File: config.mk
export PLATFORM = sky130hd
export DESIGN_NAME = display_driver
export DESIGN_NICKNAME = d
export VERILOG_FILES = /design/src/rtl/display_driver.sv
export SDC_FILE = /design/constraint.sdc
export NUM_CORES = 1
export LEC_CHECK = 0
export BUFFER_PORTS_ARGS = -buffer_cell sky130_fd_sc_hd__buf_2
export CORE_MARGIN = 1
export CORE_UTILIZATION = 45
export CTS_BUF_LIST = sky130_fd_sc_hd__clkbuf_4
export DETAILED_ROUTE_END_ITERATION = 10
export PLACE_DENSITY = 0.66
export RECOVER_POWER = 50
export SYNTH_ARGS = -nofsm -noshare
export SYNTH_HDL_FRONTEND = slang
export SYNTH_SLANG_ARGS = --single-unit
File: constraint.sdc
create_clock -name clk -period 3.16 [get_ports clk]
set_input_delay 0.158 -clock clk [delete_from_list [all_inputs] [get_ports clk]]
set_output_delay 0.158 -clock clk [all_outputs]
set_load 0.05 [all_outputs]
File: src/rtl/display_driver.sv
// HUB75 scan driver: fetches RGB888 pixels, PWM-compares them per pass, shifts them out with oclk/lat/oe.
// Build option DISPLAY_DRIVER_OE_ACTIVE_LOW_EN inverts the oe port for panels with active-low OE.
module display_driver #(
  parameter int unsigned SEGMENTS = 1,
  parameter int unsigned ROWS     = 8,
  parameter int unsigned COLUMNS  = 32,
  parameter int unsigned BITWIDTH = 8,
  localparam int unsigned ROW_W   = (ROWS * SEGMENTS > 1) ? $clog2(ROWS * SEGMENTS) : 1,
  localparam int unsigned COL_W   = (COLUMNS > 1) ? $clog2(COLUMNS) : 1
) (
  input  logic                  clk,
  input  logic                  rst,
  output logic                  frame_complete,
  output logic [ROW_W-1:0]      row,
  output logic [COL_W-1:0]      column,
  input  logic [23:0]           pixel,
  output logic [3*SEGMENTS-1:0] rgb,
  output logic                  oe,
  output logic                  lat,
  output logic                  oclk
);

  // One column slot: rgb settles, oclk high, oclk low; widened so every segment fetch lands in it.
  localparam int unsigned PHASES = (SEGMENTS + 1 > 3) ? SEGMENTS + 1 : 3;
  localparam int unsigned PH_W   = $clog2(PHASES);
  localparam int unsigned R_W    = (ROWS > 1) ? $clog2(ROWS) : 1;
  localparam int unsigned K_W    = BITWIDTH + 1;
  localparam int unsigned KMAX   = 1 << BITWIDTH;
  localparam int unsigned TOP    = KMAX - 1;

  localparam logic [PH_W-1:0]  PH_LAST  = PH_W'(PHASES - 1);
  localparam logic [COL_W-1:0] COL_LAST = COL_W'(COLUMNS - 1);
  localparam logic [R_W-1:0]   ROW_LAST = R_W'(ROWS - 1);
  localparam logic [K_W-1:0]   K_LAST   = K_W'(KMAX);

`ifdef DISPLAY_DRIVER_OE_ACTIVE_LOW_EN
  localparam logic OE_OFF = 1'b1;
`else
  localparam logic OE_OFF = 1'b0;
`endif

  typedef enum logic [2:0] {
    S_FILL,
    S_SHIFT,
    S_BLANK,
    S_LATCH,
    S_FRAME
  } state_t;

  state_t                  state_q, state_d;
  logic [PH_W-1:0]         ph_q, ph_d;
  logic [COL_W-1:0]        col_q, col_d;
  logic [K_W-1:0]          k_q, k_d;
  logic [R_W-1:0]          r_q, r_d;
  logic [3*SEGMENTS-1:0]   stage_q, stage_d;
  logic [3*SEGMENTS-1:0]   rgb_q, rgb_d;
  logic [ROW_W-1:0]        row_q, row_d;
  logic [COL_W-1:0]        column_q, column_d;
  logic                    oe_q, oe_d;
  logic                    lat_q, lat_d;
  logic                    oclk_q, oclk_d;
  logic                    frame_complete_q, frame_complete_d;

  logic                    last_ph;
  logic                    fetch_cur;
  logic                    fetch_nxt;
  logic                    lit_nxt;
  logic [K_W-1:0]          thr;
  logic [2:0]              pwm_bits;

  always_comb begin
    state_d          = state_q;
    ph_d             = ph_q;
    col_d            = col_q;
    k_d              = k_q;
    r_d              = r_q;
    stage_d          = stage_q;
    rgb_d            = rgb_q;
    row_d            = row_q;
    column_d         = column_q;
    oe_d             = OE_OFF;
    lat_d            = 1'b0;
    oclk_d           = 1'b0;
    frame_complete_d = 1'b0;

    last_ph = (ph_q == PH_LAST);

    case (state_q)
      S_FILL: begin
        if (last_ph) begin
          state_d = S_SHIFT;
          ph_d    = '0;
          col_d   = '0;
        end else begin
          ph_d = ph_q + PH_W'(1);
        end
      end
      S_SHIFT: begin
        if (!last_ph) begin
          ph_d = ph_q + PH_W'(1);
        end else begin
          ph_d = '0;
          if (col_q != COL_LAST) begin
            col_d = col_q + COL_W'(1);
          end else begin
            col_d = '0;
            if (k_q != K_LAST) begin
              state_d = S_BLANK;
            end else begin
              // Dummy pass done: no latch, move on to the next scan row.
              k_d = '0;
              if (r_q == ROW_LAST) begin
                r_d     = '0;
                state_d = S_FRAME;
              end else begin
                r_d     = r_q + R_W'(1);
                state_d = S_FILL;
              end
            end
          end
        end
      end
      S_BLANK: state_d = S_LATCH;
      S_LATCH: begin
        state_d = S_FILL;
        k_d     = k_q + K_W'(1);
      end
      S_FRAME: state_d = S_FILL;
      default: state_d = S_FILL;
    endcase

    // Capture: pixel for segment s arrives in phase s+1 of a slot that was fetching.
    fetch_cur = (state_q == S_FILL) || ((state_q == S_SHIFT) && (col_q != COL_LAST));
    thr       = (k_q >= K_W'(TOP)) ? K_W'(TOP) : k_q + K_W'(1);
    pwm_bits  = {({1'b0, pixel[23 -: BITWIDTH]} >= thr),
                 ({1'b0, pixel[15 -: BITWIDTH]} >= thr),
                 ({1'b0, pixel[7  -: BITWIDTH]} >= thr)};
    for (int s = 0; s < int'(SEGMENTS); s++) begin
      if (fetch_cur && (ph_q == PH_W'(s + 1))) begin
        stage_d[3*s +: 3] = pwm_bits;
      end
    end
    if (fetch_cur && last_ph) begin
      rgb_d = stage_d;
    end

    // Address for the next cycle: prefetch column col+1 (or 0 while filling), one segment per phase.
    fetch_nxt = (state_d == S_FILL) || ((state_d == S_SHIFT) && (col_d != COL_LAST));
    if (fetch_nxt && (ph_d < PH_W'(SEGMENTS))) begin
      row_d    = ROW_W'(ph_d) * ROW_W'(ROWS) + ROW_W'(r_d);
      column_d = (state_d == S_FILL) ? '0 : col_d + COL_W'(1);
    end else begin
      row_d = ROW_W'(r_d);
    end

    lit_nxt          = ((state_d == S_FILL) || (state_d == S_SHIFT)) && (k_d != '0);
    oe_d             = lit_nxt ? ~OE_OFF : OE_OFF;
    lat_d            = (state_d == S_LATCH);
    oclk_d           = (state_d == S_SHIFT) && (ph_d == PH_W'(1));
    frame_complete_d = (state_d == S_FRAME);
  end

  always_ff @(posedge clk or posedge rst) begin
    if (rst) begin
      state_q          <= S_FILL;
      ph_q             <= '0;
      col_q            <= '0;
      k_q              <= '0;
      r_q              <= '0;
      stage_q          <= '0;
      rgb_q            <= '0;
      row_q            <= '0;
      column_q         <= '0;
      oe_q             <= OE_OFF;
      lat_q            <= 1'b0;
      oclk_q           <= 1'b0;
      frame_complete_q <= 1'b0;
    end else begin
      state_q          <= state_d;
      ph_q             <= ph_d;
      col_q            <= col_d;
      k_q              <= k_d;
      r_q              <= r_d;
      stage_q          <= stage_d;
      rgb_q            <= rgb_d;
      row_q            <= row_d;
      column_q         <= column_d;
      oe_q             <= oe_d;
      lat_q            <= lat_d;
      oclk_q           <= oclk_d;
      frame_complete_q <= frame_complete_d;
    end
  end

  assign frame_complete = frame_complete_q;
  assign row            = row_q;
  assign column         = column_q;
  assign rgb            = rgb_q;
  assign oe             = oe_q;
  assign lat            = lat_q;
  assign oclk           = oclk_q;

endmodule

# After elaboration in Yosys (flattened, before gate mapping)

Cells that the tools add are included.

Flip-flop bits (word level): 37
Word-level logic and storage cells: 73
Output and inout bits: 15
Input bits: 26

Multiplexer cells: 21
Add/sub/neg operators: 5
$lt $le $gt $ge: 5
Bitwise logic cells: 2
Reduce and logical (&&, ||, !) cells: 15
Equality and inequality tests: 13

Operators by type and width:

| kind                                                | number |
|---|---|
| two-way mux 9 bit                                   | 4 |
| >= comparator 8 x 9 -> 1 bit                        | 3 |
| two-way mux 3 bit                                   | 7 |
| two-way mux 5 bit                                   | 4 |
| case mux 9 bit (2 select lines)                     | 1 |
| adder 5 x 1 -> 5 bit, second input constant         | 2 |
| != test 5 bit, second input constant                | 2 |
| case mux 5 bit (2 select lines)                     | 1 |
| adder 9 x 1 -> 9 bit, second input constant         | 1 |
| equality test 3 x 2 -> 1 bit, second input constant | 3 |
| >= comparator 9 x 8 -> 1 bit, second input constant | 1 |
| != test 9 bit, second input constant                | 1 |
| case mux 3 bit (3 select lines)                     | 1 |
| nonzero test 9 bit                                  | 1 |
| logical AND 1 bit                                   | 7 |
| equality test 3 x 1 -> 1 bit, second input constant | 2 |
| equality test 3 bit, second input constant          | 2 |
| zero test 3 bit                                     | 2 |
| equality test 2 x 1 -> 1 bit, second input constant | 2 |
| two-way mux 2 bit                                   | 2 |
| AND reduction 4 bit                                 | 1 |
| adder 3 x 1 -> 3 bit, second input constant         | 1 |
| logical OR 1 bit                                    | 3 |
| adder 2 x 1 -> 2 bit, second input constant         | 1 |
| 5 further kinds                                     | 6 |

# Longest topological paths before layout

Depth after elaboration: 10
Gate-level depth with buffers: 15
Gate-level depth less buffers: 14

# Least setup slack after synthesis

OpenSTA, ideal clock, no wires.

Path type: flip-flop to flip-flop
Start: register k_q[0]
End: register stage_q[1]
Stages on the path, launching flop included: 15
Period minus slack after synthesis: 2706 ps
Slack: 454 ps
Library setup time: 83 ps
Required time: 3077 ps
Arrival time: 2624 ps
Path buffers: 1
Cell sequence: dfrtp_1 -> ha_1 -> and3_1 -> clkbuf_1 -> nand2_1 -> nor2_1 -> ha_1 -> nor2_1 -> nand3_1 -> ha_1 -> nand2b_1 -> a21o_1 -> a21oi_1 -> o41a_1 -> o21ai_0

Word-level cells in the longest chain between the ends: 4
Elaborated cells between the ends (all ways): 5
Classes of those cells: 1 x add/sub; 2 x order compare; 2 x mux

Ends and longest elaborated chain:

| what                                                                 | RTL line | source |
|---|---|---|
| start, declared                                                      | 53       | `logic [K_W-1:0] k_q, k_d;` |
| start signal, assigned                                               | 182      | `k_q <= k_d;` |
| adder 9 x 1 -> 9 bit or >= comparator 9 x 8 -> 1 bit (tied branches) | 134      | `thr = (k_q >= K_W'(TOP)) ? K_W'(TOP) : k_q + K_W'(1);` |
| two-way mux 9 bit (*)                                                | 134      |  |
| >= comparator 8 x 9 -> 1 bit (*)                                     | 136      | `({1'b0, pixel[15 -: BITWIDTH]} >= thr),` |
| two-way mux 3 bit (*)                                                | 139      | `if (fetch_cur && (ph_q == PH_W'(s + 1))) begin` |
| net stage_d[1]                                                       | 55       | `logic [3*SEGMENTS-1:0] stage_q, stage_d;` |
| end signal, assigned                                                 | 184      | `stage_q <= stage_d;` |
| end, declared                                                        | 55       |  |

Mark *: on every way through the listed nets, which the timed path passes. The rest lies on a longest branch.
A chain may end at the register's enable or synchronous reset.

# Worst setup path after layout

Same ends and word-level chain as after synthesis.

==> impl_metrics.tcl <==
set metrics [dict create \
    status "complete, but fails checks" \
    failed_checks "capacitance limit, slew limit" \
    synth-main-ff-cell "dfrtp_1" \
    use_met3_pct 4.53 \
    fmax_mhz 341 \
    tns_ps 0 \
    crit_path_frequent_cell "ha_1" \
    drtPass1Iterations 5 \
    cts_tree "built" \
    pin_count 41 \
    use_met1_pct 31.9 \
    finalSetupViolCount 0 \
    drt-vias-per-instance 5.52 \
    syn_inst 288 \
    dieArea_um2 6160 \
    synth.distinct_cells 54 \
    arrival_ps 3210 \
    drv_slew 38 \
    wirelength_um 5930 \
    use_met2_pct 30.2 \
    setup.worst_path.end_class "flop" \
    layout.nets 391 \
    antenna_found_initial 0 \
    worstHoldPathCells 4 \
    cts-root-buf "clkbuf_4" \
    numCtsBuffers 5 \
    fin_util_pct 54.5 \
    cp_slowest_cell "dfrtp_2" \
    ff2ff_path_depth 13 \
    slowest_delay_ps 480 \
    cts_sinks 37 \
    hold_viol 0 \
    synth_edf_count 0 \
    cts_max_path_buffers 2 \
    slew-limit-headroom_pct -33.1 \
    drtIter0Drc 164 \
    min_to "stage_q[2]$_DFF_PP0_" \
    grt_max_degree 38 \
    peakVddDrop_v 0.000215 \
    syn-num-nets 344 \
    drtAntennaViolNets 0 \
    start_util_pct 47.3 \
    drv_cap 1 \
    gp_congestion 0.889 \
    grt_pass1_wl_um 10200 \
    ys_async_sr_fraction_pct 100 \
    synth_top_area_cell "dfrtp_1" \
    hold_class "in2reg" \
    cp_num_buf_inv 0 \
    die_y_um 78.5 \
    worstMarginPinSlew_ps 2000 \
    drc 0 \
    syn2layout_area_growth_pct 15.2 \
    reg2reg_to "stage_q[1]$_DFF_PP0_" \
    crit_path_max_fanout 8 \
    wl_per_cell_um 14.5 \
    core_um2 5570 \
    path_clk_slew_ps 120 \
    grt_usage_pct 21.3 \
    min_from "pixel[18]" \
    ys.warnings.count 0 \
    portBuffers 40 \
    rrSetupSlack_ps 230 \
    syn_area_per_cell_um2 9.15 \
    grt-busiest-layer "met1" \
    skew_ps 23.8 \
    globalRouteOverflowTotal 0 \
    drive_gt1_share_pct 24.4 \
    seq_area_frac_synth_pct 35.2 \
    synthTopCellsByArea "dfrtp_1 35%, ha_1 14%, o21ai_0 4.6%, nand2_1 3.7%, nand3_1 3.4%" \
    die_x_um 78.5 \
    clk_latency_ps 370 \
    vias 2252 \
    mappedNetlistArea_um2 2630 \
    hpwl_um 4420 \
    htree_levels 2 \
    rsz0062_at_grt "no" \
    p_leak_nw 1.38 \
    powerDensity_nw_per_um2 300 \
    period_needed_ps 2930 \
    diodes 0 \
    fin_crit_sh_pct 92.7 \
    critical_path.top_delay_family "simple AND/OR/NAND/NOR gates" \
    worstPathCellList "ha_1 > and3_2 > nand2_1 > nor2_1 > ha_1 > nor2_2 > nand3_2 > ha_1 > nand2b_1 > a21o_1 > a21oi_1 > o41a_1 > o21ai_0" \
    setup.worst_path.start_class "flop" \
    cp.required_ps 3440 \
    rows 27 \
    first_global_vias 2170 \
    regToRegStartpoint "k_q[0]$_DFF_PP0_" \
    ys_ff_latch 37 \
    netlist.area_leader.share_pct 35.2 \
    path_class "reg2reg" \
]
sequential cells by signal (all words and copies together), names as in the netlist, 2 cells and up:
register / flops
col_q: 5
column: 5
k_q: 9
ph_q: 2
rgb: 3
row: 3
stage_q: 3
state_q: 3
power by group:
| part | leakage (nW) | switching [mW] | internal, mW | total [mW] |
|---|---|---|---|---|
| Clock | 0.0459 | 0.172 | 0.177 | 0.349 |
| Combinational | 0.884 | 0.0452 | 0.0344 | 0.0796 |
| Sequential | 0.455 | 0.00324 | 0.479 | 0.482 |
synthesized netlist by cell type (3+ instances only):
| master | instances |
|---|---|
| a21o_1 | 4 |
| a21oi_1 | 13 |
| a31oi_1 | 4 |
| and3_1 | 5 |
| buf_6 | 3 |
| clkbuf_1 | 6 |
| dfrtp_1 | 37 |
| ha_1 | 30 |
| inv_1 | 15 |
| mux2_2 | 3 |
| mux2_4 | 3 |
| nand2_1 | 26 |
| nand2b_1 | 8 |
| nand3_1 | 18 |
| nand3b_1 | 3 |
| nand4_1 | 4 |
| nor2_1 | 21 |
| nor2b_1 | 4 |
| nor3_1 | 3 |
| o21ai_0 | 24 |
| o22ai_1 | 6 |
| o41a_1 | 3 |
| xnor2_1 | 3 |
per-stage QoR:
stage          power [mW]  setup slack [ps]  hold WS (ps)  cells  area [µm²]
2_1_floorplan       0.540               454           338    288        2630
3_3_place_gp        0.570               225           297    398        2910
3_5_place_dp        0.571               186           294    398        2910
4_1_cts             0.922               150           274    407        3010
5_1_grt             0.952              26.6           297    408        3040
6_report            0.911               229           302    408        3040
final cells by class:
| type | count | area (µm²) |
|---|---|---|
| Clock buffer | 6 | 45.0 |
| Tap cell | 72 | 90.1 |
| Multi-Input combinational cell | 225 | 1610 |
| Fill cell | 522 | 2540 |
| Inverter | 15 | 56.3 |
| Timing Repair Buffer | 51 | 272 |
| Sequential cell | 37 | 927 |
| Clock inverter | 2 | 38.8 |
cells by family (layout without fill, tap and decap cells):
| family | Yosys count | count (layout) | synth area share [%] |
|---|---|---|---|
| adders and majority gates | 30 | 30 | 14.3 |
| muxes | 6 | 6 | 2.99 |
| DFF | 37 | 37 | 35.2 |
| AOI/OAI and AO/OA | 70 | 70 | 16.9 |
| buffers and inverters | 26 | 74 | 5.08 |
| xor gates and xnor gates | 5 | 5 | 1.66 |
| and+or+nand+nor | 114 | 114 | 24.0 |
cell usage in the layout (no fill, tap or decap), types with 4 or more instances in the layout:
cell type / n
dfrtp_1: 36
clkbuf_4: 6
buf_2: 35
o21ai_0: 23
ha_1: 30
inv_1: 15
nor2b_1: 4
nand3_1: 17
a31oi_1: 4
clkbuf_1: 7
buf_4: 8
nand4_1: 4
and3_1: 4
nand2b_1: 8
a21oi_1: 12
a21o_1: 4
nor2_1: 17
nand2_1: 25
o22ai_1: 6
metal layers:
| layer | up-vias | wire (µm) |
|---|---|---|
| met4 | 0 | 65 |
| met1 | 1061 | 3020 |
| li1 | 1143 | - |
| met3 | 6 | 217 |
| met5 | - | 0 |
| met2 | 42 | 2620 |
timing repair:
item                                    4_1_cts  5_1_grt
hold endpoints to repair                     37        0
endpoints found under the setup margin        0        8
resized for setup                             0       12
buffers inserted                              0        1
hold buffers                                  1        0
worst max path at each step:
stage,start,cells past startpoint,to,slack (ps)
finish,k_q[0]$_DFF_PP0_,13,stage_q[1]$_DFF_PP0_,230
global route,k_q[0]$_DFF_PP0_,13,stage_q[1]$_DFF_PP0_,30
CTS,col_q[0]$_DFF_PP0_,13,column[0]$_DFFE_PP0P_,150
detailed placement,col_q[0]$_DFF_PP0_,13,column[4]$_DFFE_PP0P_,190
global placement,col_q[0]$_DFF_PP0_,12,column[0]$_DFFE_PP0P_,230
floorplan,k_q[0]$_DFF_PP0_,14,stage_q[1]$_DFF_PP0_,450
worst min-delay path, stage by stage:
cell	delay, ps
buf_2	90
a31oi_1	150
o41a_1	160
o21ai_0	70
(Power assumes the default switching activity.)
